[src/rtl/memory_pkg.sv]
// Shared constants for the pipelined RAM: FSM states, read-latency bounds and
// the parameter sanity check used at elaboration.
package memory_pkg;

    typedef enum logic {
        INIT = 1'b0,
        RUN  = 1'b1
    } state_t;

    localparam int MIN_RD_LAT = 1;
    localparam int MAX_RD_LAT = 4;

    function automatic bit cfg_ok(input int width, input int rd_latency);
        return (width > 0) && (width % 8 == 0) &&
               (rd_latency >= MIN_RD_LAT) && (rd_latency <= MAX_RD_LAT);
    endfunction

endpackage

[src/rtl/mem_resp_pipe.sv]
// Response delay line: STAGES registers carrying {valid, err, data}.
// A synchronous flush drops everything in flight.
module mem_resp_pipe #(
    parameter int WIDTH  = 16,
    parameter int STAGES = 1
) (
    input  logic             clk,
    input  logic             rst,
    input  logic             in_valid,
    input  logic             in_err,
    input  logic [WIDTH-1:0] in_data,
    output logic             out_valid,
    output logic             out_err,
    output logic [WIDTH-1:0] out_data
);

    logic [STAGES:1]            vld_pipe;
    logic [STAGES:1]            err_pipe;
    logic [STAGES:1][WIDTH-1:0] data_pipe;

    always_ff @(posedge clk) begin
        if (rst) begin
            vld_pipe  <= '0;
            err_pipe  <= '0;
            data_pipe <= '0;
        end else begin
            vld_pipe[1]  <= in_valid;
            err_pipe[1]  <= in_err;
            data_pipe[1] <= in_data;
            for (int i = 2; i <= STAGES; i++) begin
                vld_pipe[i]  <= vld_pipe[i-1];
                err_pipe[i]  <= err_pipe[i-1];
                data_pipe[i] <= data_pipe[i-1];
            end
        end
    end

    assign out_valid = vld_pipe[STAGES];
    assign out_err   = err_pipe[STAGES];
    assign out_data  = data_pipe[STAGES];

endmodule

[src/rtl/memory_pipelined.sv]
// Single-port RAM behind a valid/ready bus: byte strobes, configurable read
// latency, out-of-range error responses and a post-reset clear sequencer.
module memory_pipelined
    import memory_pkg::*;
#(
    parameter int WIDTH      = 16,
    parameter int DEPTH      = 64,
    parameter int ADDR_WIDTH = $clog2(DEPTH) + 1,
    parameter int RD_LATENCY = 1
) (
    input  logic                  clk,
    input  logic                  rst,
    input  logic                  valid,
    input  logic                  wr_rd,
    input  logic [ADDR_WIDTH-1:0] addr,
    input  logic [WIDTH-1:0]      wdata,
    input  logic [WIDTH/8-1:0]    wstrb,
    output logic                  ready,
    output logic                  resp_valid,
    output logic [WIDTH-1:0]      rdata,
    output logic                  err,
    output logic                  init_done
);

    localparam int NBYTES = WIDTH / 8;
    localparam int IW     = (DEPTH > 1) ? $clog2(DEPTH) : 1;

    if (!cfg_ok(WIDTH, RD_LATENCY)) begin : g_bad_cfg
        $error("memory_pipelined: WIDTH must be a multiple of 8 and RD_LATENCY within 1..4");
    end

    state_t                state;
    logic [ADDR_WIDTH-1:0] ptr;
    logic [WIDTH-1:0]      mem [DEPTH];

    logic                  accept;
    logic                  in_range;
    logic [IW-1:0]         idx;
    logic [WIDTH-1:0]      rd_word;
    logic [WIDTH-1:0]      merged;

    // rst gates accept so a request coinciding with reset never touches memory
    assign accept   = valid && ready && !rst;
    assign in_range = addr < ADDR_WIDTH'(DEPTH);
    assign idx      = addr[IW-1:0];
    assign rd_word  = mem[idx];

    always_comb begin
        merged = rd_word;
        for (int b = 0; b < NBYTES; b++) begin
            if (wstrb[b]) merged[8*b +: 8] = wdata[8*b +: 8];
        end
    end

    always_ff @(posedge clk) begin
        if (rst) begin
            state     <= INIT;
            ptr       <= '0;
            ready     <= 1'b0;
            init_done <= 1'b0;
        end else if (state == INIT) begin
            if (ptr == ADDR_WIDTH'(DEPTH - 1)) begin
                state     <= RUN;
                ready     <= 1'b1;
                init_done <= 1'b1;
            end else begin
                ptr <= ptr + 1'b1;
            end
        end
    end

    // Storage is not reset; the INIT sweep clears it one word per cycle.
    always_ff @(posedge clk) begin
        if (!rst) begin
            if (state == INIT) begin
                mem[ptr[IW-1:0]] <= '0;
            end else if (accept && wr_rd && in_range) begin
                mem[idx] <= merged;
            end
        end
    end

    mem_resp_pipe #(
        .WIDTH  (WIDTH),
        .STAGES (RD_LATENCY)
    ) u_resp_pipe (
        .clk       (clk),
        .rst       (rst),
        .in_valid  (accept),
        .in_err    (accept && !in_range),
        .in_data   ((accept && !wr_rd && in_range) ? rd_word : '0),
        .out_valid (resp_valid),
        .out_err   (err),
        .out_data  (rdata)
    );

endmodule

[config.mk]
export PLATFORM = sky130hd
export DESIGN_NAME = memory_pipelined
export DESIGN_NICKNAME = d
export VERILOG_FILES = /design/src/rtl/memory_pkg.sv /design/src/rtl/mem_resp_pipe.sv /design/src/rtl/memory_pipelined.sv
export SDC_FILE = /design/constraint.sdc
export NUM_CORES = 1
export LEC_CHECK = 0
export CORE_ASPECT_RATIO = 1.5
export CORE_MARGIN = 4
export CORE_UTILIZATION = 40
export DETAILED_ROUTE_END_ITERATION = 7
export GPL_ROUTABILITY_DRIVEN = 1
export SLEW_MARGIN = 10
export SYNTH_ARGS = -nofsm -noshare
export SYNTH_HDL_FRONTEND = slang
export SYNTH_SLANG_ARGS = --single-unit
[constraint.sdc]
create_clock -name clk -period 6.5 [get_ports clk]
set_clock_uncertainty 0.1 [all_clocks]
set_input_delay 1.625 -clock clk [delete_from_list [all_inputs] [get_ports clk]]
set_output_delay 1.625 -clock clk [all_outputs]
set_load 0.01 [all_outputs]
# Word level (Yosys, flattened, before mapping)
# Memory sizes are Yosys's and may differ from the RTL's.
# Cells that the tools add are included.
[op_classes]
addsub = 1
bitwise = 3
div = 0
multipliers = 0
order_cmp = 1
shifts = 0
n_mux = 14
n_eq_ne = 1
n_reduce_logical = 14
[ops]
columns = ["op", "n"]
rows = [
  ["two-way mux 16 bit", 1],
  ["two-way mux 8 bit", 2],
  ["OR reduction 16 bit", 1],
  ["two-way mux 1 bit", 10],
  ["adder 7 x 1 -> 7 bit (second input constant)", 1],
  ["equality test 7 x 6 -> 1 bit (second input constant)", 1],
  ["logical AND 1 bit", 7],
  ["less-than comparator 7 bit (second input constant)", 1],
  ["two-way mux 6 bit", 1],
  ["AND reduction 2 bit", 2],
  ["zero test 1 bit", 3],
  ["NOT 1 bit", 3],
  ["OR reduction 2 bit", 1],
]
[totals]
latchBits = 0
mem_bits_ro = 0
output_inout_bits = 20
ram_bits = 1024
wordCells = 41
memories = 1
reg_bits = 27
[mem_list]
columns = ["memory", "depth", "width", "read_ports", "rd_clocked_by_memory_dff", "wr", "line_no", "source"]
rows = [
  ["mem", 64, 16, 1, 0, 1, "memory_pipelined.sv:34", "logic [WIDTH-1:0] mem [DEPTH];"],
]

# Logic depth before layout (Yosys ltp)
# Gate-level depths: netlist of the first run.
[logic_depth]
ltp_word = 10
mapped_depth = 11
depth_no_buf = 7

# By module
# From an unflattened synthesis of the first run, not the netlist that was laid out.
[unflattened]
cells_unflattened = 2427
hier_area_um2 = 41432.2
[modules_own_cells]
columns = ["mod", "seq_area_each_um2", "area_per_inst_um2", "n_inst", "cells_per_inst"]
rows = [
  ["memory_pipelined", 30929.7, 40943.0, 1, 2390],
  ["mem_resp_pipe", 360.3, 489.2, 1, 37],
]

# Worst setup path before layout of the first run
# Ideal clock, no wire load.
[synth_path]
kind = "input-to-reg"
from = "input addr[2]"
to = "memory mem[0][4], data pin"
arrival_time_ns = 4.715
setup_time_ns = 0.548
stages = 11
required_time_ns = 5.852
path_slack_ns = 1.137
path_buffers = 5
path_cell_list = "buf_2 -> buf_6 -> buf_4 -> buf_4 -> buf_4 -> mux2i_1 -> a22oi_1 -> nand3_1 -> nand4_1 -> nand3b_1 -> a21oi_1"
[synth_via]
elab_chain_len = 8
word_cells_on_any_way = 10
[synth_lines]
columns = ["item", "line_no", "source"]
rows = [
  ["start: declaration", "memory_pipelined.sv:15", "input logic [ADDR_WIDTH-1:0] addr,"],
  ["less-than comparator 7 bit", "memory_pipelined.sv:44", "assign in_range = addr < ADDR_WIDTH'(DEPTH);"],
  ["logical AND 1 bit", "memory_pipelined.sv:77", "end else if (accept && wr_rd && in_range) begin"],
  ["two-way mux 1 bit", "memory_pipelined.sv:77", ""],
  ["two-way mux 1 bit", "memory_pipelined.sv:75", "if (state == INIT) begin"],
  ["two-way mux 1 bit", "memory_pipelined.sv:74", "if (!rst) begin"],
  ["two-way mux 1 bit (not written as such)", "memory_pipelined.sv:78", "mem[idx] <= merged;"],
  ["OR reduction 16 bit (no source line)", "n/a", ""],
  ["two-way mux 16 bit (no source line) *", "n/a", ""],
  ["end: declaration", "memory_pipelined.sv:34", ""],
]
# Every way passes the cells marked *; elsewhere a longest branch is shown, timed or not.

# Worst setup path in the final report of the first run
[layout_path]
from = "input addr[4]"
to = "memory mem[29][14], data pin"
# Same word-level chain as after synthesis.

==> reports/results.txt, run 1 <==
1st-iter DRT viols = 1801
Pre-CTS setup slack = 870.2 ps
Worst setup margin = 1553 ps
Clock Latency Late Sink = 700 ps
Max-cap violations = 0
FP Rows = 143
Vias in the first global route = 22110
Final Net Count = 2575
GRT Overall Usage = 0.1802
Setup_tns = 0 ps
Min cycle time layout = 4947 ps
Initial antenna violation count = 2
CTS resizes = 0
Setup CP Type = primary input to flip-flop
Tcrit/Tclk final = 0.7611
Count of pins over their slew limit = 0
Cts hold-fix bufs = 0
Peak supply drop = 0.1749 mV
Slew Limit Headroom = 0.2254
Placed cells = 3756
Clock tree buffer depth = 3
Launching point of the worst reg2reg path = init_done
Synth async-reset ratio = 0
Critical Path Start = addr[4]
Status = finished clean
Yosys cell types = 44
Port bufs = 48
Cell Area, Synth = 41130 um2
Core Util, Final = 0.4608
Routed length per instance = 25.38 um
Num CTS Buffers = 92
Synth Register Bits = 1051
Antenna Diode Count = 0
TritonCTS clock tree = yes
EDFF count, synth = 1024
Cell depth of the worst flop-to-flop path = 6
Ys Warns = 0
CORE AREA = 101600 um2
Largest net degree at the start of global routing = 72
Average size of a mapped cell = 17.10 um2
Die height = 400.7 um
Routed WL = 99.68 mm
Area growth from synthesis to layout = 13.87%
Drt pass-1 iters = 5
Critical Path End Type = flip-flop
Hold WS = 393.7 ps
DRC viols = 0
Hold Vio Cnt, Final = 0
Register area share after synthesis = 0.7608
Worst Path Required = 6830 ps
Synth Flop Type = edfxtp_1
Crit Path Max Fanout = 40
H-Tree Depth = 3
Number of vias per cell = 5.539
Total clock sinks = 1051
Total global routing overflow = 0
PwrDens = 278.5 nW/um2
Worst EP arrival = 5280 ps
RSZ-0062 raised after global routing = false
Post-Syn Instances = 2405
Wire length of the first global-routing pass = 146.5 mm
Clock root cell = clkbuf_16
Syn_nets = 2435
Via count = 21760
Critical Path End = mem[29][14]
RePlAce Congestion = 0.8379
Routed Antenna Nets = 0
Worst R2R Setup Slack = 3270 ps
Starting Density = 0.4047
Hold Crit Class = flip-flop to flip-flop
Least-Margin Pin Slew = 1158 ps
Layout cells sized above 1 = 0.1151
Worst-path clk slew = 60 ps
Fill cells = 8552
Lkg Pwr = 16.11 nW
Final setup vio count = 0
Critical path startpoint category = primary input
I/O pin cnt = 49
Non-filler instance count after layout = 3928
HPWL after detailed placement = 60.62 mm
FMAX = 202.1 MHz
Setup Buffers After CTS = 0
Die Width = 269.8 um
Die Footprint = 108100 um2
Worst r2r dst = mem[28][8]
-- through the flow --
stage	power [mW]	cell area, um2
2_1_floorplan	7.800	41130
3_3_place_gp	7.984	44010
3_5_place_dp	7.990	44010
4_1_cts	13.14	46830
5_1_grt	13.43	46830
6_report	13.04	46830
-- synth_stat cells, drive strengths merged (4+ instances only) --
library cell	instances	area, um2
a21oi	38	190.2
a22oi	94	705.7
buf	93	561.8
clkbuf	49	183.9
dfxtp	27	540.5
edfxtp	1024	30750
mux2i	515	5155
nand2	84	315.3
nand2b	8	50.05
nand3	54	270.3
nand3b	5	37.54
nand4	19	118.9
nand4b	4	35.03
nor2	156	585.6
nor3	19	100.1
o21ai	36	180.2
o22ai	111	694.4
o41ai	15	244.0
or3	5	31.28
or4	15	112.6
xor2	4	35.03
-- worst min-delay path by stage --
stage	from	endpoint	cells past startpoint
finish	ptr[6]	ptr[6]	1
global route	ptr[6]	ptr[6]	1
CTS	ptr[6]	ptr[6]	1
detailed placement	ptr[6]	ptr[6]	1
global placement	ptr[6]	ptr[6]	1
floorplan	ptr[6]	ptr[6]	1
-- flip-flops by register name, summed over array words and instances, names as in the netlist --
| name | flops |
|---|---|
| mem | 1024 |
| u_resp_pipe.out_data | 16 |
| ptr | 7 |
| init_done | 1 |
| state | 1 |
| u_resp_pipe.out_err | 1 |
| u_resp_pipe.out_valid | 1 |
-- layout make-up --
class | instances | area [um2] | area share
sequential | 1051 | 31290 | 0.6681
timing repair buffer | 188 | 1782 | 0.03804
multi-input combinational | 1209 | 9293 | 0.1984
clock inverter | 49 | 376.6 | 0.008041
clock buffer | 123 | 2449 | 0.05228
inverter | 3 | 11.26 | 0.0002404
tap | 1305 | 1633 | 0.03486
-- logic make-up (layout without fill, tap and decap cells) --
logic type | Yosys count | after routing | share of synthesized area
buf+inv | 145 | 363 | 0.01840
compound gates | 302 | 302 | 0.05059
mux | 515 | 515 | 0.1253
xor+xnor | 5 | 5 | 0.001065
simple gates | 386 | 386 | 0.04353
fa+ha+maj | 1 | 1 | 0.0003042
flops | 1051 | 1051 | 0.7608
-- routing by layer --
metal | part of all wire | routed length, um | vias up | track usage
met1 | 0.41 | 40590 | 11260 | 0.2263
li1 | - | - | 9768 | -
met5 | 0 | 0 | - | 0
met4 | 0.035 | 3453 | 0 | 0.06577
met3 | 0.049 | 4862 | 138 | 0.02549
met2 | 0.51 | 50770 | 591 | 0.3184
-- cells in the final DEF, fill, tap and decap left out, types with 8 or more instances in the layout --
master           count
nor2_1             155
nand3_1             54
a22oi_1             94
o21ai_0             19
dfxtp_1             27
clkbuf_1            28
clkinv_1            22
buf_12              20
o22ai_1            111
nand2_1             84
buf_4              120
nor3_1              18
o41ai_2             15
nand4_1             19
clkdlybuf4s50_1     46
o21ai_4             15
a21oi_1             37
nand2b_1             8
edfxtp_1          1024
clkbuf_16           92
mux2i_1            515
clkinv_2            13
or4_1               15
-- worst max-delay path, cell delays in order --
cell,delay (ps)
clkdlybuf4s50_1,710
or4b_1,980
buf_4,360
o22ai_1,160
nor2_1,60
nand4_1,160
o41ai_2,150
o21ai_4,550
buf_4,490
-- power breakdown --
group / internal [mW] / switching (mW) / total, mW
Sequential: 7.34 / 0.00795 / 7.35
Combinational: 0.181 / 0.317 / 0.498
Clock: 2.79 / 2.41 / 5.20
Total: 10.3 / 2.74 / 13.0
Note: power is estimated with default switching activity, not from simulation.
==> run 2: changes to the inputs <==
==> constraint.sdc (replaced) <==
create_clock -name clk -period 4.7 [get_ports clk]
set_clock_uncertainty 0.1 [all_clocks]
set_input_delay 1.175 -clock clk [delete_from_list [all_inputs] [get_ports clk]]
set_output_delay 1.175 -clock clk [all_outputs]
set_load 0.01 [all_outputs]
==> run 2 against run 1 <==
Register-to-register slack worse by 1600 ps. Highest routed layer unchanged. Combinational power increased by 50%. Via count rose by 4.2%. Clock-buffer cell count down 7. Final cell count is 0.64% higher. Global-route usage up 2.1 points. Sequential share of layout area decreased by 1.6 points. Largest cell class unchanged. Clock power rose by 49%. Total power rose by 43%. Die area unchanged. First-iteration DRC count up 32%.
==> reports/results.txt, run 2 (synthesized netlist as in run 1, its figures left out) <==
Largest net degree at the start of global routing = 65 (was 72)
Core Util, Final = 0.4722 (was 0.4608)
Crit path largest cell delay = 640 ps (was 980 ps)
Footprint of the multi-input gates = 9293 um2 (unchanged)
CP max stage cell = o41ai_2 (was or4b_1)
Area growth from synthesis to layout = 16.68% (was 13.87%)
Number of vias per cell = 5.734 (was 5.539)
Worst Path Required = 4990 ps (was 6830 ps)
Critical path startpoint category = primary input (unchanged)
DRC viols = 0 (unchanged)
CTS resizes = 0 (unchanged)
I/O pin cnt = 49 (unchanged)
Critical Path End Type = flip-flop (unchanged)
Sw frac = 0.2039 (was 0.2098)
Met3 Use GR = 0.02938 (was 0.02549)
Initial antenna violation count = 1 (was 2)
Clock tree buffer depth = 3 (unchanged)
Hold Crit Class = flip-flop to flip-flop (unchanged)
Max-cap violations = 0 (unchanged)
Vias in the first global route = 22370 (was 22110)
Peak supply drop = 0.3072 mV (was 0.1749 mV)
Die height = 400.7 um (unchanged)
Commonest cells after routing, fill and taps aside = edfxtp_1 (1024), mux2i_1 (515), nor2_1 (155) (unchanged)
Worst-path clk slew = 60 ps (about the same)
Fill cells = 8447 (was 8552)
NetSw = 3.802 mW (was 2.737 mW)
Slew Limit Headroom = 0.4484 (was 0.2254)
Setup Buffers After CTS = 0 (unchanged)
Routed WL = 111.8 mm (was 99.68 mm)
Setup_tns = 0 ps (unchanged)
Cts hold-fix bufs = 0 (unchanged)
Drt pass-1 iters = 6 (was 5)
Total clock sinks = 1051 (unchanged)
Least-Margin Pin Slew = 827.3 ps (was 1158 ps)
RSZ-0062 raised after global routing = false (unchanged)
Routed length per instance = 28.29 um (was 25.38 um)
FP Rows = 143 (unchanged)
Routed Antenna Nets = 0 (unchanged)
Clock root cell = clkbuf_16 (unchanged)
Lkg Pwr = 16.55 nW (was 16.11 nW)
Die Footprint = 108100 um2 (unchanged)
Die Width = 269.8 um (unchanged)
Worst EP arrival = 4160 ps (was 5280 ps)
RePlAce Congestion = 0.8177 (was 0.8379)
HPWL after detailed placement = 65.01 mm (was 60.62 mm)
TritonCTS clock tree = yes (unchanged)
Sequential power share = 0.545 (was 0.563)
Commonest non-fill, non-tap cell in the layout = edfxtp_1 (unchanged)
Clock network power share = 0.415 (was 0.399)
Reg area = 31290 um2 (unchanged)
Status = finished clean (unchanged)
Critical path's top delay family = buffers and inverters (unchanged)
Layout cells sized above 1 = 0.1288 (was 0.1151)
Largest register FFs = 1024 (unchanged)
Top Usage Layer GRT = met2 (unchanged)
Crit Path Max Fanout = 32 (was 40)
Num CTS Buffers = 91 (was 92)
H-Tree Depth = 3 (unchanged)
Met1 Track Usage GR = 0.2541 (was 0.2263)
Bufs and invs on worst path = 3 (unchanged)
Final Net Count = 2604 (was 2575)
Final setup vio count = 0 (unchanged)
Min cycle time layout = 3872 ps
Most frequent CP cell = buf_12 (was buf_4)
Top reg by flops = mem (unchanged)
Cell Int Power = 14.84 mW (was 10.31 mW)
Antenna Diode Count = 0 (unchanged)
Crit path cell chain = clkdlybuf4s50_1, nand4b_1, buf_12, o22ai_1, or4_1, o41ai_2, o21ai_4, buf_12 (was clkdlybuf4s50_1, or4b_1, buf_4, o22ai_1, nor2_1, nand4_1, o41ai_2, o21ai_4, buf_4)
Via count = 22670 (was 21760)
PwrDens = 388.5 nW/um2 (was 278.5 nW/um2)
Tcrit/Tclk final = 0.8238
CORE AREA = 101600 um2 (unchanged)
Port bufs = 48 (unchanged)
Wire length of the first global-routing pass = 159.0 mm (was 146.5 mm)
Gate power share = 0.040 (was 0.038)
1st-iter DRT viols = 2380 (was 1801)
Starting Density = 0.4047 (unchanged)
Setup CP Type = primary input to flip-flop (unchanged)
FMAX = 258.3 MHz
GRT Overall Usage = 0.2015 (was 0.1802)
Clock Latency Late Sink = 690 ps (was 700 ps)
Hold Vio Cnt, Final = 0 (unchanged)
Total global routing overflow = 0 (unchanged)
GR Util met2 = 0.3618 (was 0.3184)
Count of pins over their slew limit = 0 (unchanged)
run 2: changes by cell type in the layout (fill, tap and decap cells not counted), sizes merged:
cell	change
clkinv	-11
bufinv	+11
clkinvlp	+2
buf	+29
clkdlybuf4s50	+1
clkbuf	-7
run 2: power groups by stage:
stage	logic (mW)	registers (mW)	clock network, mW
floorplan	0.433	10.4	0
global placement	0.734	10.4	0
detailed placement	0.739	10.4	0
CTS	0.741	10.2	7.87
global route	0.771	10.2	8.24
finish	0.745	10.2	7.74
run 2: final cells by class:
| class | instances | area share |
|---|---|---|
| clock buffers | 116 | 0.05024 |
| clock inverters | 51 | 0.01335 |
| inverters | 3 | 0.0002346 |
| multi-input cells | 1209 | 0.1936 |
| flip-flops and latches | 1051 | 0.6520 |
| well taps | 1305 | 0.03402 |
| repair buffers | 218 | 0.05652 |
run 2: per-layer routing:
metal | vias to the layer above | part of all wire
met5 | - | 0
met4 | 0 | 0.023
met3 | 139 | 0.065
met2 | 889 | 0.52
met1 | 11800 | 0.39
li1 | 9838 | -
run 2: worst register-to-register path, delay by kind of cell, from the launching register on:
| kind | cells | cell delay (ps) |
|---|---|---|
| buf+inv | 1 | 360 |
| compound gates | 1 | 410 |
| flops | 1 | 370 |
| simple gates | 4 | 1480 |
run 2: worst paths after layout:
| path | start | to | slack (ps) | cells past startpoint |
|---|---|---|---|---|
| setup / recovery | addr[1] | mem[40][13] | 830 | 8 |
| hold / removal | init_done | init_done | 380 | 2 |
| setup reg to reg | init_done | mem[28][9] | 1630 | 6 |
| hold reg to reg | init_done | init_done | 380 | 2 |
run 2: stage by stage:
stage / instances / setup WS, ps / hold WS (ps) / total power, mW / cell area (um2)
floorplan: 2405 / 671.3 / 365.1 / 10.79 / 41190
global placement: 3786 / 241.3 / 367.5 / 11.09 / 44940
detailed placement: 3786 / 255.4 / 374.7 / 11.10 / 44940
CTS: 3953 / 960.2 / 385.3 / 18.77 / 47990
global route: 3953 / 805.5 / 429.1 / 19.16 / 47990
finish: 3953 / 828.1 / 383.6 / 18.65 / 47990
